<file path="config.mk">
export PLATFORM = sky130hd
export DESIGN_NAME = half_adder
export DESIGN_NICKNAME = d
export VERILOG_FILES = /design/src/rtl/half_adder_pkg.sv /design/src/rtl/half_adder_cell.sv /design/src/rtl/half_adder.sv
export SDC_FILE = /design/constraint.sdc
export NUM_CORES = 1
export LEC_CHECK = 0
export CAP_MARGIN = 20
export CORE_AREA = 2 2 39 41
export DETAILED_ROUTE_END_ITERATION = 16
export DIE_AREA = 0 0 41 43
export PLACE_DENSITY = 0.77
export SKIP_LAST_GASP = 1
export SYNTH_ARGS = -nofsm -noshare
export SYNTH_HDL_FRONTEND = slang
export SYNTH_HIERARCHICAL = 1
export SYNTH_SLANG_ARGS = --single-unit
</file>
<file path="constraint.sdc">
create_clock -name clk -period 1.7 [get_ports clk]
set_input_delay 0.34 -clock clk [delete_from_list [all_inputs] [get_ports clk]]
set_output_delay 0.34 -clock clk [all_outputs]
set_load 0.01 [all_outputs]
</file>
<file path="src/rtl/half_adder_pkg.sv">
// Shared defaults, the per-lane result type and the single-bit half-add helper.
package half_adder_pkg;

  localparam int unsigned DefWidth = 1;
  localparam int unsigned DefCntW  = 8;

  typedef struct packed {
    logic sum;
    logic carry;
  } ha_result_t;

  // One-bit half add: sum is the XOR, carry is the AND.
  function automatic ha_result_t ha_eval(input logic a, input logic b);
    ha_result_t r;
    r.sum   = a ^ b;
    r.carry = a & b;
    return r;
  endfunction

endpackage

</file>
<file path="src/rtl/half_adder_cell.sv">
// Single-lane combinational half adder.
module half_adder_cell
  import half_adder_pkg::*;
(
  input  logic a,
  input  logic b,
  output logic sum,
  output logic carry
);

  ha_result_t res;

  // Evaluate the lane with the shared helper so every lane uses identical logic.
  always_comb begin
    res = ha_eval(a, b);
  end

  assign sum   = res.sum;
  assign carry = res.carry;

endmodule

</file>
<file path="src/rtl/half_adder.sv">
// Bit-parallel half adder: combinational outputs, a one-cycle registered copy
// with a valid flag, and a saturating count of accepted cycles carrying out.
module half_adder
  import half_adder_pkg::*;
#(
  parameter int unsigned WIDTH = DefWidth,
  parameter int unsigned CNT_W = DefCntW
) (
  input  logic             clk,
  input  logic             rst_n,
  input  logic [WIDTH-1:0] a,
  input  logic [WIDTH-1:0] b,
  input  logic             in_valid,
  output logic [WIDTH-1:0] sum,
  output logic [WIDTH-1:0] carry,
  output logic [WIDTH-1:0] sum_q,
  output logic [WIDTH-1:0] carry_q,
  output logic             out_valid,
  output logic [CNT_W-1:0] carry_count
);

  // Lanes are fully independent; no carry ripples between them.
  for (genvar i = 0; i < WIDTH; i++) begin : g_lane
    half_adder_cell u_cell (
      .a     (a[i]),
      .b     (b[i]),
      .sum   (sum[i]),
      .carry (carry[i])
    );
  end

  logic [WIDTH-1:0] sum_d;
  logic [WIDTH-1:0] carry_d;
  logic             valid_d;
  logic [CNT_W-1:0] count_d;
  logic             count_sat;

  assign count_sat = (carry_count == {CNT_W{1'b1}});

  // Next state: capture on in_valid, otherwise hold data and drop valid.
  always_comb begin
    sum_d   = sum_q;
    carry_d = carry_q;
    valid_d = 1'b0;
    count_d = carry_count;
    if (in_valid) begin
      sum_d   = sum;
      carry_d = carry;
      valid_d = 1'b1;
      // Count once per cycle no matter how many lanes carry; never wrap.
      if (|carry && !count_sat) begin
        count_d = carry_count + 1'b1;
      end
    end
  end

  // Output register, valid flop and counter; async reset discards in-flight data.
  always_ff @(posedge clk or negedge rst_n) begin
    if (!rst_n) begin
      sum_q       <= '0;
      carry_q     <= '0;
      out_valid   <= 1'b0;
      carry_count <= '0;
    end else begin
      sum_q       <= sum_d;
      carry_q     <= carry_d;
      out_valid   <= valid_d;
      carry_count <= count_d;
    end
  end

endmodule

</file>
* Word level (Yosys, flattened, before mapping)
Index checks and enable logic that the tools add are counted.
** Cells by class
- Add/subtract/negate cells :: 1
- Equal/unequal tests :: 1
- Mux-type cells :: 1
- Bitwise logic cells :: 2
- Reductions and logical operators :: 3
** Operators by type and width (count)
- 8-bit by 1-bit adder with 8-bit output, second input constant :: 1
- 8-bit == test, second input constant :: 1
- 2-bit AND reduction :: 1
- 1-bit bitwise AND :: 1
- 1-bit logical AND :: 1
- 1-bit zero test :: 1
- 1-bit two-way mux :: 1
- 1-bit XOR :: 1
** Storage, ports and cells
- Register bits after elaboration :: 11
- Bits of input ports :: 5
- Output and inout bits :: 13
- Logic and storage cells :: 12

* Depth between registers and ports, before layout
Gate-level depths: netlist of the first run.
- Depth after elaboration :: 4
- Mapped depth :: 5
- Mapped depth without buffers :: 5

* By module
The synthesis of the first run kept the hierarchy.
** Modules (own cells, without submodules)
- half_adder :: instances 1, cells each 45, area each 508.0 um^2, sequential area each 275.3 um^2
- half_adder_cell :: instances 1, cells each 1, area each 12.5 um^2, sequential area each 0.0 um^2

* Worst setup path before layout of the first run
Ideal clock, no wire load.
- Path kind :: flip-flop to flip-flop
- Start :: register carry_count[0]
- End :: register carry_count[6]
- Setup time :: 0.128 ns
- Data arrival time :: 1.265 ns
- Data required time :: 1.572 ns
- Path slack :: 0.307 ns
- Stages on the path, launching flop included :: 6
- Buffers on the path :: 0
- Clock period less this slack :: 1.393 ns
- Cells stage by stage :: dfrtp_1 -> ha_1 -> nand3_1 -> nor2_2 -> nand3_1 -> mux2_1
** Between the ends
- Cells in the longest elaborated chain, start to end :: 4
- Elaborated cells between the ends (all ways) :: 5
- Those cells by class :: add/sub (1); eq/ne (1); reduce/logical (3)
** RTL lines
- start, declared :: RTL line half_adder.sv:19 : output logic [CNT_W-1:0] carry_count
- start signal, assigned :: RTL line half_adder.sv:68 : carry_count <= count_d;
- parallel branches: the longest is 4 deep, another holds 8-bit by 1-bit adder with 8-bit output
Several ways; the timed one is not identified.
A chain may end at the register's enable or synchronous reset.

* Final worst setup path of the first run
- Start :: register carry_count[4]
- End :: output carry_count[4]
No word-level cell between the ends.

==> impl_metrics.env, run 1 <==
export IMPL_max_cap_violations=0
export IMPL_cts_tree="built"
export IMPL_synth_fp_nets=53
export IMPL_globalRoute_totalOverflow=0
export IMPL_vias=455
export IMPL_postSynthAreaPerCell_um2=11.32
export IMPL_drtAntennaViolNets=0
export IMPL_yosysTopAreaCellShare=0.5288
export IMPL_drc=0
export IMPL_die_h_um=43
export IMPL_wire_per_inst_um=11.67
export IMPL_ys_warn_count=6
export IMPL_grt_pass1_wl_um=1725
export IMPL_start_util=0.3761
export IMPL_path_buf_inv=1
export IMPL_leakage_nw=0.3388
export IMPL_regArea_um2=276.5
export IMPL_fin_crit_sh=0.9689
export IMPL_synthTopCellsByCount="dfrtp_1 (11), nand3_1 (5), a21oi_1 (3), nor2_1 (3), nor3_1 (3)"
export IMPL_tightest_slew_ns=0.4982
export IMPL_core_area_um2=1384
export IMPL_critPathSlowestCell="clkdlybuf4s50_1"
export IMPL_path_max_fanout=7
export IMPL_switching_share=0.3333
export IMPL_place_ws_ns=-0.2297
export IMPL_cts_buffers=3
export IMPL_async_reset_ff_frac=1.000
export IMPL_crit_family="buffers and inverters"
export IMPL_synthTopCellsByArea="dfrtp_1 (53%), ha_1 (4.8%), nand3_1 (4.8%), xnor2_1 (3.4%), a21oi_1 (2.9%)"
export IMPL_p_int_mw=0.6243
export IMPL_dieArea_um2=1763
export IMPL_final_layout_size_suffix_gt1_frac=0.2329
export IMPL_setup_violations=0
export IMPL_timing_fmax_mhz=607.1
export IMPL_end_kind="output port"
export IMPL_clock_path_buffers=2
export IMPL_crit_arrival_ns=1.31
export IMPL_setup_slack_ns=0.05288
export IMPL_rsz0062_at_grt="no"
export IMPL_ys_types=23
export IMPL_clk_pin_slew_ns=0.07
export IMPL_crit_cells=1
export IMPL_root_buffer="clkbuf_4"
export IMPL_placed_cells=85
export IMPL_cpPeakStageDelay_ns=0.57
export IMPL_crit_chain="clkdlybuf4s50_1"
export IMPL_p_sw_mw=0.3121
export IMPL_nets=81
export IMPL_clock_skew_ns=0.006932
export IMPL_n_fill_cell=132
export IMPL_area_delta_synth_final_pct=50.24
export IMPL_post_cts_setup_buffers=0
export IMPL_wirelength_um=1039
export IMPL_diodes=0
export IMPL_status="complete, no violations"
export IMPL_multiInputGateArea_um2=241.5
export IMPL_grt_max_degree=12
export IMPL_vias_per_cell=5.112
export IMPL_synth_area_leader_cell="dfrtp_1"
export IMPL_antenna_found_initial=0
export IMPL_p_per_area_nw_per_um2=1197
export IMPL_drv_slew=0
export IMPL_worst_ep_required_time_ns=1.36
export IMPL_synth_edf_count=0
export IMPL_die_w_um=41
export IMPL_ys_seq_area_frac=0.5288
export IMPL_vdd_drop_max_v=0.0005809
export IMPL_syn_inst=46
export IMPL_cts_resized=2
export IMPL_io_buffers=17
export IMPL_syn_area_um2=520.5
export IMPL_yosysMostFrequentCell="dfrtp_1"
export IMPL_ys_ff_latch=11
export IMPL_combinationalPowerShare=0.351
export IMPL_instances_no_fill=89
export IMPL_htree_num_levels=1
export IMPL_firstDrtPassIters=2
export IMPL_gp_congestion=0.7208
export IMPL_row_count=14
export IMPL_setup_tns_ns=0
export IMPL_grt_pass1_vias=416
export IMPL_drt_iter0_markers=4
export IMPL_postCtsHoldBufs=0
export IMPL_clock_power_share=0.196
export IMPL_reg2reg_depth=5
export IMPL_pwr_share_seq=0.453
export IMPL_grt_usage=0.1497
export IMPL_crit_type="flip-flop to output port"
export IMPL_ios=18
export IMPL_worstSkewPairLatency_ns=0.28
export IMPL_cts_sinks=11
export IMPL_synth_ff_type="dfrtp_1"
export IMPL_hp_class="primary input to asynchronous set/reset pin"
export IMPL_startpoint_type="flip-flop"
export IMPL_hold_viol_final=0
export IMPL_min_period_ns=1.647
export IMPL_relSlewSlack=0.6668
## layer usage
metal | routed length, µm | track usage | share of wire | up-vias
met3 | 57 | 0.03665 | 0.055 | 5
met1 | 486 | 0.1886 | 0.47 | 210
met4 | 40 | 0.1200 | 0.038 | 0
li1 | - | - | - | 223
met5 | 0 | 0 | 0 | -
met2 | 456 | 0.2063 | 0.44 | 17
## path summary, 6_finish.rpt
path,startpoint,end,slack (ns)
max,carry_count[4],carry_count[4],0.05
min,rst_n,carry_count[6],0.39
max reg2reg,carry_count[0],carry_count[6],0.27
min reg2reg,sum_q,sum_q,0.51
max in group asynchronous,rst_n,carry_count[3],0.94
min in group clk,sum_q,sum_q,0.51
## layout by cell type, fill, tap and decap left out, drive strengths merged
master          n
mux2            3
buf             6
clkdlybuf4s15   1
nand4           2
nand2b          1
nor4            1
o21a            1
nor2            4
inv             1
nand3           6
xnor2           2
clkbuf          4
a21oi           3
clkdlybuf4s50  15
nand2           3
nor3            3
and4            1
dlygate4sd2     1
dfrtp          11
mux2i           1
o21ai           1
ha              2
## kinds of logic after synthesis
family          count (synthesis)  synth area share
compound gates                  5           0.05287
xor+xnor                        2           0.03366
fa+ha+maj                       2           0.04807
buf+inv                         1          0.007205
flops                          11            0.5288
mux                             4           0.09134
simple gates                   21            0.2380
## layout make-up
cell class,instances,share of cell area
inverters,1,0.004800
repair buffers,23,0.2736
clock buffers,4,0.03360
multi-input cells,34,0.3088
flip-flops and latches,11,0.3536
well taps,16,0.02560
## sequential cells by signal (all words and copies together) (netlist names)
register / flops
carry_q: 1
out_valid: 1
sum_q: 1
carry_count: 8
## power by group through the flow
| stage | clock network (mW) | logic, mW | registers (mW) |
|---|---|---|---|
| CTS | 0.188 | 0.333 | 0.423 |
| finish | 0.184 | 0.328 | 0.424 |
| global placement | 0 | 0.330 | 0.426 |
| global route | 0.196 | 0.360 | 0.438 |
| floorplan | 0 | 0.122 | 0.445 |
| detailed placement | 0 | 0.333 | 0.429 |
## through the flow
| stage | hold slack [ns] | util | instance area [µm²] | power, mW |
|---|---|---|---|---|
| 5_1_grt | 0.4401 | 0.5651 | 782.0 | 0.9934 |
| 2_1_floorplan | 0.04441 | - | 520.5 | 0.5664 |
| 3_3_place_gp | 0.5036 | 0.5461 | 755.7 | 0.7553 |
| 3_5_place_dp | 0.5005 | 0.5461 | 755.7 | 0.7617 |
| 4_1_cts | 0.4053 | 0.5633 | 779.5 | 0.9439 |
| 6_report | 0.3922 | 0.5651 | 782.0 | 0.9363 |
No activity file was read; power rests on OpenSTA's default activity.
==> inputs of run 2 (changes only) <==
- PLACE_DENSITY: 0.77 -> 0.71
- SLEW_MARGIN: unset -> 30
==> impl_metrics.env, run 2 (synthesis gave the netlist of run 1 again) <==
export IMPL_root_buffer="clkbuf_4"
export IMPL_start_util=0.3761
export IMPL_clock_path_buffers=2
export IMPL_wirelength_um=1091
export IMPL_postPlaceCellArea_um2=748.2
export IMPL_worst_r2r_setup_slack_ns=0.28
export IMPL_cts_sinks=11
export IMPL_final_common_cell="clkdlybuf4s50_1"
export IMPL_wire_per_inst_um=12.40
export IMPL_whs_ns=0.4096
export IMPL_io_buffers=17
export IMPL_p_per_area_nw_per_um2=1210
export IMPL_reg2reg_depth=5
export IMPL_placed_cells=84
export IMPL_timing_rr_end="carry_count[6]"
export IMPL_rsz0062_at_grt="no"
export IMPL_vdd_drop_max_v=0.0004847
export IMPL_nets=80
export IMPL_setup_slack_ns=0.07152
export IMPL_dp_hpwl_um=838.9
export IMPL_drt_iter0_markers=7
export IMPL_clk_pin_slew_ns=0.07
export IMPL_relSlewSlack=0.6555
export IMPL_final_layout_size_suffix_gt1_frac=0.2222
export IMPL_die_w_um=41
export IMPL_worstSkewPairLatency_ns=0.27
export IMPL_final_cell_mix="clkdlybuf4s50_1 (15), dfrtp_1 (10), nand3_1 (5), buf_4 (5)"
export IMPL_drtAntennaViolNets=0
export IMPL_gp_congestion=0.7077
export IMPL_largest_reg_flops=8
export IMPL_core_area_um2=1384
export IMPL_die_h_um=43
export IMPL_startpoint="a"
export IMPL_regArea_um2=276.5
export IMPL_row_count=14
export IMPL_timing_fmax_mhz=614.1
export IMPL_diodes=0
export IMPL_postCtsHoldBufs=0
export IMPL_status="complete, no violations"
export IMPL_setup_violations=0
export IMPL_max_cap_violations=0
export IMPL_setup_tns_ns=0
export IMPL_globalRoute_totalOverflow=0
export IMPL_vias_per_cell=5.273
export IMPL_grt_pass1_vias=438
export IMPL_cts_buffers=3
export IMPL_r2r_start="carry_count[0]"
export IMPL_min_period_ns=1.628
export IMPL_instances_no_fill=88
export IMPL_grt_max_degree=12
export IMPL_drv_slew=0
export IMPL_dieArea_um2=1763
export IMPL_antenna_found_initial=0
export IMPL_drc=0
export IMPL_hold_viol_final=0
export IMPL_tightest_slew_ns=0.5152
export IMPL_top_register="carry_count"
export IMPL_startpoint_type="primary input"
export IMPL_grt_usage=0.1613
export IMPL_cts_tree="built"
export IMPL_cp_endpoint="sum"
export IMPL_path_max_fanout=2
export IMPL_end_kind="output port"
export IMPL_crit_type="primary input to output port"
export IMPL_vias=464
export IMPL_n_fill_cell=130
export IMPL_crit_arrival_ns=1.29
export IMPL_multiInputGateArea_um2=241.5
export IMPL_leakage_nw=0.3333
export IMPL_fin_area_um2=774.5
export IMPL_ios=18
export IMPL_worst_ep_required_time_ns=1.36
export IMPL_clock_skew_ns=0.002760
export IMPL_post_cts_setup_buffers=0
export IMPL_firstDrtPassIters=3
export IMPL_htree_num_levels=1
export IMPL_fin_crit_sh=0.9579
export IMPL_area_delta_synth_final_pct=48.80
export IMPL_hp_class="primary input to asynchronous set/reset pin"
export IMPL_place_ws_ns=-0.2202
export IMPL_grt_pass1_wl_um=1794
run 2: worst min-delay path by stage:
stage               start              to  slack [ns]  depth (start not counted)
floorplan           rst_n  carry_count[0]        0.04                          0
global placement    sum_q           sum_q        0.50                          1
detailed placement  sum_q           sum_q        0.51                          1
CTS                 rst_n  carry_count[6]        0.43                          1
global route        rst_n  carry_count[7]        0.44                          1
finish              rst_n         carry_q        0.41                          1
run 2: report_power, final:
part | leakage, nW | internal [mW] | switching, mW
Combinational | 0.181 | 0.202 | 0.130
Clock | 0.0150 | 0.0909 | 0.0890
Sequential | 0.138 | 0.330 | 0.0950
run 2: stage by stage:
step	utilization	power [mW]
final	0.5597	0.9371
after CTS	0.5579	0.9462
after global routing	0.5597	0.9981
after detailed placement	0.5407	0.7649
after global placement	0.5407	0.7528
after floorplan	-	0.5664
run 2: cell type report:
cell class	count	area share
clock buffers	4	0.03393
inverters	1	0.004847
multi-input cells	34	0.3118
flip-flops and latches	11	0.3570
well taps	16	0.02585
repair buffers	22	0.2666
run 2: timing repair:
item,4_1_cts,5_1_grt
setup endpoints to repair,2,2
resized for setup,2,2
pin swaps,0,0
run 2: critical path, stage by stage:
cell and delay, ns:
clkdlybuf4s50_1 0.41, ha_1 0.30, clkdlybuf4s15_1 0.24
run 2: per-layer routing:
layer | wire length [µm] | track usage | vias up | part of all wire
li1 | - | - | 221 | -
met1 | 439 | 0.1661 | 222 | 0.40
met2 | 552 | 0.2375 | 17 | 0.51
met3 | 59 | 0.04712 | 4 | 0.054
met4 | 40 | 0.1600 | 0 | 0.037
met5 | 0 | 0 | - | 0
==> inputs of run 3 (changes only) <==
- SLEW_MARGIN: 30 -> 5
==> results of run 3 <==
No change in the layout: final DEF, timing and power equal those of run 2.
